--- src/rtl/fifo_rd_packer.sv ---
// Read-domain consumer for the async FIFO: pops entries, packs LANES of them
// into one wide word (first entry in lane 0) and offers it on valid/ready.
module fifo_rd_packer #(
  parameter int DSIZE = 8,
  parameter int LANES = 4,
  parameter int CNT_W = 16
) (
  input  logic                         rd_clk,
  input  logic                         rd_rst,
  output logic                         o_fifo_rd_en,
  input  logic [DSIZE-1:0]             i_fifo_rd_data,
  input  logic                         i_fifo_empty,
  input  logic                         i_flush,
  output logic [DSIZE*LANES-1:0]       o_word,
  output logic [$clog2(LANES+1)-1:0]   o_word_bytes,
  output logic                         o_word_valid,
  input  logic                         i_word_ready,
  output logic                         o_flush_done,
  output logic [CNT_W-1:0]             o_word_count
);

  localparam int CW = $clog2(LANES + 1);
  localparam logic [CW-1:0] LANES_C = CW'(LANES);
  localparam logic [CW:0]   LANES_W = (CW + 1)'(LANES);

  localparam logic [0:0] ST_FILL  = 1'b0;
  localparam logic [0:0] ST_FLUSH = 1'b1;

  // Handshake: a word moves downstream on a rising edge where
  // o_word_valid && i_word_ready; o_word/o_word_bytes hold while valid && !ready.
  logic [0:0]                    state_q, state_d;
  logic [LANES-1:0][DSIZE-1:0]   acc_q, acc_d;
  logic [CW-1:0]                 acc_cnt_q, acc_cnt_d;
  logic                          inflight_q, inflight_d;
  logic [LANES-1:0][DSIZE-1:0]   word_q, word_d;
  logic [CW-1:0]                 word_bytes_q, word_bytes_d;
  logic                          word_valid_q, word_valid_d;
  logic                          flush_done_q, flush_done_d;
  logic [CNT_W-1:0]              word_count_q, word_count_d;

  logic                          slot_free;
  logic                          accept;
  logic                          rd_en;
  logic [LANES-1:0][DSIZE-1:0]   masked;

  // Counting the in-flight read keeps the accumulator from being over-requested.
  assign rd_en = !rd_rst && !i_fifo_empty && (state_q == ST_FILL) && !i_flush &&
                 (({1'b0, acc_cnt_q} + {{CW{1'b0}}, inflight_q}) < LANES_W);

  assign slot_free = !word_valid_q || i_word_ready;
  assign accept    = word_valid_q && i_word_ready;

  always_comb begin
    state_d      = state_q;
    acc_d        = acc_q;
    acc_cnt_d    = acc_cnt_q;
    inflight_d   = rd_en;
    word_d       = word_q;
    word_bytes_d = word_bytes_q;
    word_valid_d = word_valid_q;
    flush_done_d = 1'b0;
    word_count_d = word_count_q;
    masked       = '0;

    if (accept) begin
      word_valid_d = 1'b0;
      word_count_d = word_count_q + 1'b1;
    end

    // A landing read never coincides with a transfer: reads stop once full.
    if (inflight_q) begin
      for (int k = 0; k < LANES; k++) begin
        if (acc_cnt_q == CW'(k)) acc_d[k] = i_fifo_rd_data;
      end
      acc_cnt_d = acc_cnt_q + 1'b1;
    end

    for (int k = 0; k < LANES; k++) begin
      if (CW'(k) < acc_cnt_q) masked[k] = acc_q[k];
    end

    case (state_q)
      ST_FILL: begin
        if ((acc_cnt_q == LANES_C) && slot_free) begin
          word_d       = acc_q;
          word_bytes_d = LANES_C;
          word_valid_d = 1'b1;
          acc_cnt_d    = '0;
        end
        if (i_flush) state_d = ST_FLUSH;
      end
      ST_FLUSH: begin
        if (!inflight_q && slot_free) begin
          if (acc_cnt_q != '0) begin
            word_d       = masked;
            word_bytes_d = acc_cnt_q;
            word_valid_d = 1'b1;
            acc_cnt_d    = '0;
          end
          flush_done_d = 1'b1;
          state_d      = ST_FILL;
        end
      end
      default: state_d = ST_FILL;
    endcase
  end

  always_ff @(posedge rd_clk or posedge rd_rst) begin
    if (rd_rst) begin
      state_q      <= ST_FILL;
      acc_q        <= '0;
      acc_cnt_q    <= '0;
      inflight_q   <= 1'b0;
      word_q       <= '0;
      word_bytes_q <= '0;
      word_valid_q <= 1'b0;
      flush_done_q <= 1'b0;
      word_count_q <= '0;
    end else begin
      state_q      <= state_d;
      acc_q        <= acc_d;
      acc_cnt_q    <= acc_cnt_d;
      inflight_q   <= inflight_d;
      word_q       <= word_d;
      word_bytes_q <= word_bytes_d;
      word_valid_q <= word_valid_d;
      flush_done_q <= flush_done_d;
      word_count_q <= word_count_d;
    end
  end

  assign o_fifo_rd_en = rd_en;
  assign o_word       = word_q;
  assign o_word_bytes = word_bytes_q;
  assign o_word_valid = word_valid_q;
  assign o_flush_done = flush_done_q;
  assign o_word_count = word_count_q;

endmodule

--- config.mk ---
export PLATFORM = sky130hd
export DESIGN_NAME = fifo_rd_packer
export DESIGN_NICKNAME = d
export VERILOG_FILES = /design/src/rtl/fifo_rd_packer.sv
export SDC_FILE = /design/constraint.sdc
export NUM_CORES = 1
export LEC_CHECK = 0
export CAP_MARGIN = 20
export CELL_PAD_IN_SITES_DETAIL_PLACEMENT = 1
export CELL_PAD_IN_SITES_GLOBAL_PLACEMENT = 2
export CORE_UTILIZATION = 25
export CTS_CLUSTER_DIAMETER = 150
export DETAILED_ROUTE_END_ITERATION = 8
export PLACE_DENSITY_LB_ADDON = 0.1
export SETUP_SLACK_MARGIN = 0.4
export SLEW_MARGIN = 20
export SYNTH_ARGS = -nofsm -noshare
export SYNTH_HDL_FRONTEND = slang
export SYNTH_SLANG_ARGS = --single-unit
--- constraint.sdc ---
create_clock -name rd_clk -period 3.6 [get_ports rd_clk]
set_input_delay 0.54 -clock rd_clk [delete_from_list [all_inputs] [get_ports rd_clk]]
set_output_delay 0.54 -clock rd_clk [all_outputs]
set_load 0.005 [all_outputs]
# Yosys cells after proc, flatten, opt, wreduce, memory -nomap -nowiden
# Cells that the tools add are included.
classes:
  addsub: 3
  magnitude_cmp: 5
  n_eq_ne: 7
  n_mux: 27
  n_bitwise: 1
  n_reduce_logical: 20
ops:
  columns: ["cell", "count"]
  rows:
  - ["32-bit 2-to-1 mux", 3]
  - ["32-bit case mux with 2 select lines", 1]
  - ["8-bit 2-to-1 mux", 4]
  - ["3-bit 2-to-1 mux", 7]
  - ["16-bit by 1-bit adder with 16-bit output, second input constant", 1]
  - ["3-bit case mux with 2 select lines", 2]
  - ["1-bit 2-to-1 mux", 8]
  - ["2-bit AND reduction", 4]
  - ["1-bit logical AND", 7]
  - ["3-bit by 2-bit equality test with 1-bit output, second input constant", 2]
  - ["1-bit by 3-bit less-than comparator with 1-bit output, first input constant", 2]
  - ["2-bit by 3-bit less-than comparator with 1-bit output, first input constant", 2]
  - ["2-bit by 1-bit inequality test with 1-bit output, second input constant", 3]
  - ["1-bit zero test", 5]
  - ["3-bit by 1-bit adder with 4-bit output", 1]
  - ["4-bit by 3-bit less-than comparator with 1-bit output, second input constant", 1]
  - ["1-bit case mux with 2 select lines", 2]
  - ["3-bit by 1-bit adder with 3-bit output, second input constant", 1]
  - ["3-bit by 1-bit equality test with 1-bit output, second input constant", 1]
  - ["3-bit equality test, second input constant", 1]
  - ["3-bit zero test", 1]
  - ["3-bit AND reduction", 1]
  - ["3-bit nonzero test", 1]
  - ["1-bit logical OR", 1]
  - ["1-bit inverter", 1]
word_totals:
  regBits: 90
  input_bits: 13

# Depth between registers and ports, before layout
depth:
  ltp_word: 5
  ltp_mapped: 8

# Least setup slack after synthesis
# OpenSTA, ideal clock, no wires.
synth_path:
  path_kind: "flip-flop to flip-flop"
  from: "register acc_cnt_q[0]"
  to: "register word_q (netlist bit o_word[0])"
  setup_time_ps: 121
  t_arrival_ps: 1598
  setup_slack_ps: 1881
  stages_incl_launch_ff: 8
  synth_period_minus_slack_ps: 1719
  cell_sequence: "dfrtp_1 -> inv_1 -> ha_1 -> nor2b_1 -> a211o_1 -> buf_6 -> buf_6 -> a22o_1"
synth_between:
  elab_chain_cells: 5
  word_cells_on_any_way: 11
  classes_between: "1 x order compare; 3 x eq/ne; 4 x mux; 3 x reduce/logical"
synth_lines:
  columns: ["element", "line_no", "text"]
  rows:
  - ["start: declaration", "33", "logic [CW-1:0] acc_cnt_q, acc_cnt_d;"]
  - ["start signal: assignment", "122", "acc_cnt_q <= acc_cnt_d;"]
  - ["1-bit by 3-bit less-than comparator with 1-bit output", "79", "if (CW'(k) < acc_cnt_q) masked[k] = acc_q[k];"]
  - ["8-bit 2-to-1 mux", "79", null]
  - ["32-bit 2-to-1 mux", "94", "if (acc_cnt_q != '0) begin"]
  - ["32-bit 2-to-1 mux", "93", "if (!inflight_q && slot_free) begin"]
  - ["32-bit case mux with 2 select lines", "82", "case (state_q)"]
  - ["end signal: assignment", "124", "word_q <= word_d;"]
  - ["end: declaration", "35", "logic [LANES-1:0][DSIZE-1:0] word_q, word_d;"]
# Parallel ways exist; a longest one is shown, timed or not. The select of a mux whose other input is x is not followed.
# A chain may end at the register's enable or synchronous reset.

# Worst setup path in the final report
layout_path:
  from: "input port rd_rst"
  to: "output port o_fifo_rd_en"
layout_between:
  elab_chain_cells: 5
layout_lines:
  columns: ["element", "line_no", "text"]
  rows:
  - ["start: declaration", "9", "input logic rd_rst,"]
  - ["1-bit zero test (no source line)", null, null]
  - ["1-bit logical AND (4 in a row)", "47", "assign rd_en = !rd_rst && !i_fifo_empty && (state_q == ST_FILL) && !i_flush &&"]
  - ["end: declaration", "10", "output logic o_fifo_rd_en,"]
# No other way between the ends.

==> impl_metrics.py <==
metrics = {
    "final_layout": {
        "area_growth_pct": 32.3,
        "final_cells": 536,
        "layout.area.seq_um2": 2250,
        "multiInputGateArea_um2": 1260,
        "antenna_cells": 0,
        "num-nets-final": 369,
        "final_area_um2": 4760,
        "drive_above_1_share_pct": 16.3,
        "nFillCells": 1515,
        "post-route-util_pct": 34.1,
    },
    "cts": {
        "cts_hold_buffers": 0,
        "cts_made_buffers": 9,
        "clock_sinks": 90,
        "cts_setup_buffers": 0,
        "clk_latency_ps": 340,
        "post_cts_resized": 0,
        "cts_tree": "done",
        "clk_pin_slew_ps": 60,
        "htree_num_levels": 3,
        "clock_tree.buffer_depth": 2,
        "clockRootBuffer": "clkbuf_16",
    },
    "grt": {
        "antenna_found_initial": 0,
        "grt_max_degree": 50,
        "grt_pass1_wl_um": 14000,
        "grt_pass1_vias": 2484,
        "grt_use_total_pct": 12.8,
        "grt-ovfl-total": 0,
    },
    "setup_path": {
        "crit_path_frequent_cell": "clkdlybuf4s50_1",
        "cp_num_buf_inv": 2,
        "critPathLaunchType": "input pin",
        "path_cells": "clkdlybuf4s50_1, nor3_1, and3_1, clkdlybuf4s50_1",
        "endpoint_kind": "primary output",
        "critPathKind": "in -> out",
        "worstPathMaxFanout": 2,
        "max_stage_delay_ps": 510,
        "cpLargestDelayFamily": "buffers and inverters",
        "worstPathArrival_ps": 1850,
        "cp.required_ps": 3060,
        "slowest_stage": "clkdlybuf4s50_1",
    },
    "route": {
        "drtIter0Drc": 106,
        "detailroute.via_count": 2322,
        "vias_per_cell": 4.33,
        "antenna_left": 0,
        "drc_errors": 0,
        "drtPass1Iterations": 4,
        "avgRoutedWirePerCell_um": 15.7,
        "drt-total-wl_um": 8430,
    },
    "timing": {
        "drv_slew": 0,
        "fin_skew_ps": 7.76,
        "fin_tns_setup_ps": 0,
        "grt_setup_unrepaired": "no",
        "hold_viol": 0,
        "clock.fmax_ghz": 0.418,
        "fin_crit_sh_pct": 66.4,
        "setup_viol": 0,
        "period_minus_slack_ps": 2390,
        "holdWs_ps": 473,
        "slew_headroom_pct": 42.1,
        "worstMarginPinSlew_ps": 865,
    },
    "die": {
        "die_area_um2": 14900,
        "ioPinCount": 67,
        "die_w_um": 122,
        "die_h_um": 122,
        "rows": 43,
        "start_util_pct": 25.8,
        "core_area_um2": 13900,
    },
    "synth": {
        "seq_area_frac_synth_pct": 62.7,
        "postSynthCellCount": 279,
        "synth_cell_types": 33,
        "avgSynthCellArea_um2": 12.9,
        "ys_ff_latch": 90,
        "synth_area_um2": 3590,
        "synth-warning-count": 0,
        "mappedNetlistNets": 297,
    },
    "run_status": {
        "status": "complete, no violations",
    },
    "place": {
        "gp_congestion": 0.688,
        "hpwl_um": 5740,
        "io_buffers": 66,
        "place_area_um2": 4450,
        "dpl.cell_count": 520,
    },
    "power": {
        "ir_worst_vdd_v": 0.000273,
        "p_leak_nw": 2.09,
        "power.density_nw_per_um2": 740,
    },
    "job": {
        "maxCapViolCount": 0,
    },
    "worst_hold_path": {
        "worstHoldPathType": "reg -> reg",
    },
}
==> final cells by class <==
cell class | count | share of cell area [%]
timing repair buffer | 69 | 14.6
multi-input combinational | 176 | 26.5
clock inverter | 6 | 1.37
tap | 180 | 4.74
inverter | 5 | 0.421
clock buffer | 10 | 5.02
sequential | 90 | 47.4
==> layout by cell type (no fill, tap or decap), types with 4 or more instances in the layout <==
cell type	instances
dfrtp_1	90
a22o_1	18
o21ai_0	9
nor2_1	6
nand2_1	45
clkdlybuf4s50_1	66
ha_1	5
inv_1	4
nand3_1	5
and3_1	6
mux2_2	33
xnor2_1	12
o21ai_1	8
clkbuf_16	9
==> worst paths after layout <==
path	startpoint	slack, ps	to	cells after the start
worst min-delay path	o_word_count[15]	470	o_word_count[15]	1
worst max-delay path	rd_rst	1210	o_fifo_rd_en	4
min in group asynchronous	rd_rst	670	async pin	2
worst min register to register	o_word_count[15]	470	o_word_count[15]	1
max in group asynchronous	rd_rst	2210	o_word[10]	3
worst max register to register	acc_cnt_q[0]	1300	o_word[15]	6
==> routing by layer <==
metal / wire [um] / share of wire (%) / up-vias / GRT usage (%)
met5: 0 / 0 / - / 0
met4: 94 / 1.1 / 0 / 3.94
met3: 372 / 4.4 / 7 / 4.40
met2: 3820 / 45 / 49 / 19.2
met1: 4140 / 49 / 1158 / 17.2
li1: - / - / 1108 / -
==> cell usage after synthesis, drive strengths merged <==
cell type / count / area, um2
a211o: 1 / 8.76
a211oi: 2 / 20.0
a21o: 1 / 7.51
a21oi: 1 / 5.00
a22o: 18 / 158
and2: 2 / 12.5
and3: 6 / 37.5
and4: 2 / 17.5
buf: 8 / 65.1
dfrtp: 90 / 2250
ha: 5 / 62.6
inv: 5 / 18.8
mux2: 33 / 372
mux2i: 1 / 10.0
nand2: 45 / 169
nand2b: 3 / 26.3
nand3: 5 / 25.0
nand4: 3 / 18.8
nor2: 8 / 40.0
nor2b: 3 / 21.3
nor3: 3 / 15.0
o211ai: 1 / 7.51
o21ai: 17 / 85.1
or3b: 1 / 8.76
xnor2: 12 / 105
xor2: 3 / 26.3
==> sequential cells by signal (all words and copies together) (netlist names), named ones only <==
signal / flops
o_word: 32
inflight_q: 1
o_flush_done: 1
o_word_count: 16
acc_q: 32
state_q: 1
o_word_bytes: 3
acc_cnt_q: 2
o_word_valid: 1
==> stage by stage <==
step / total power, W / setup slack [ps]
after floorplan: 0.00216 / 725
after global placement: 0.00259 / 1050
after detailed placement: 0.00261 / 1010
after CTS: 0.00361 / 1190
after global routing: 0.00380 / 1050
final: 0.00352 / 1210
==> worst reg2reg max path: cells and delay by family, from the launching register on <==
| family | cells | cell delay [ps] |
|---|---|---|
| AO/OA/AOI/OAI | 2 | 700 |
| adder cells (fa/ha/maj) | 1 | 250 |
| buffers and inverters | 2 | 560 |
| flip-flops | 1 | 460 |
| AND/OR/NAND/NOR | 1 | 200 |
==> logic make-up after synthesis <==
group	share of synthesized area, %
buffers and inverters	2.33
and+or+nand+nor	10.9
muxes	10.6
xor gates and xnor gates	3.65
AOI/OAI and AO/OA	8.11
DFF	62.7
adders and majority gates	1.74
==> power by group <==
| group | switching [W] | internal [W] |
|---|---|---|
| clock network | 0.000407 | 0.000558 |
| registers | 0.000208 | 0.00132 |
| logic | 0.000477 | 0.000554 |
(Power assumes the default switching activity.)
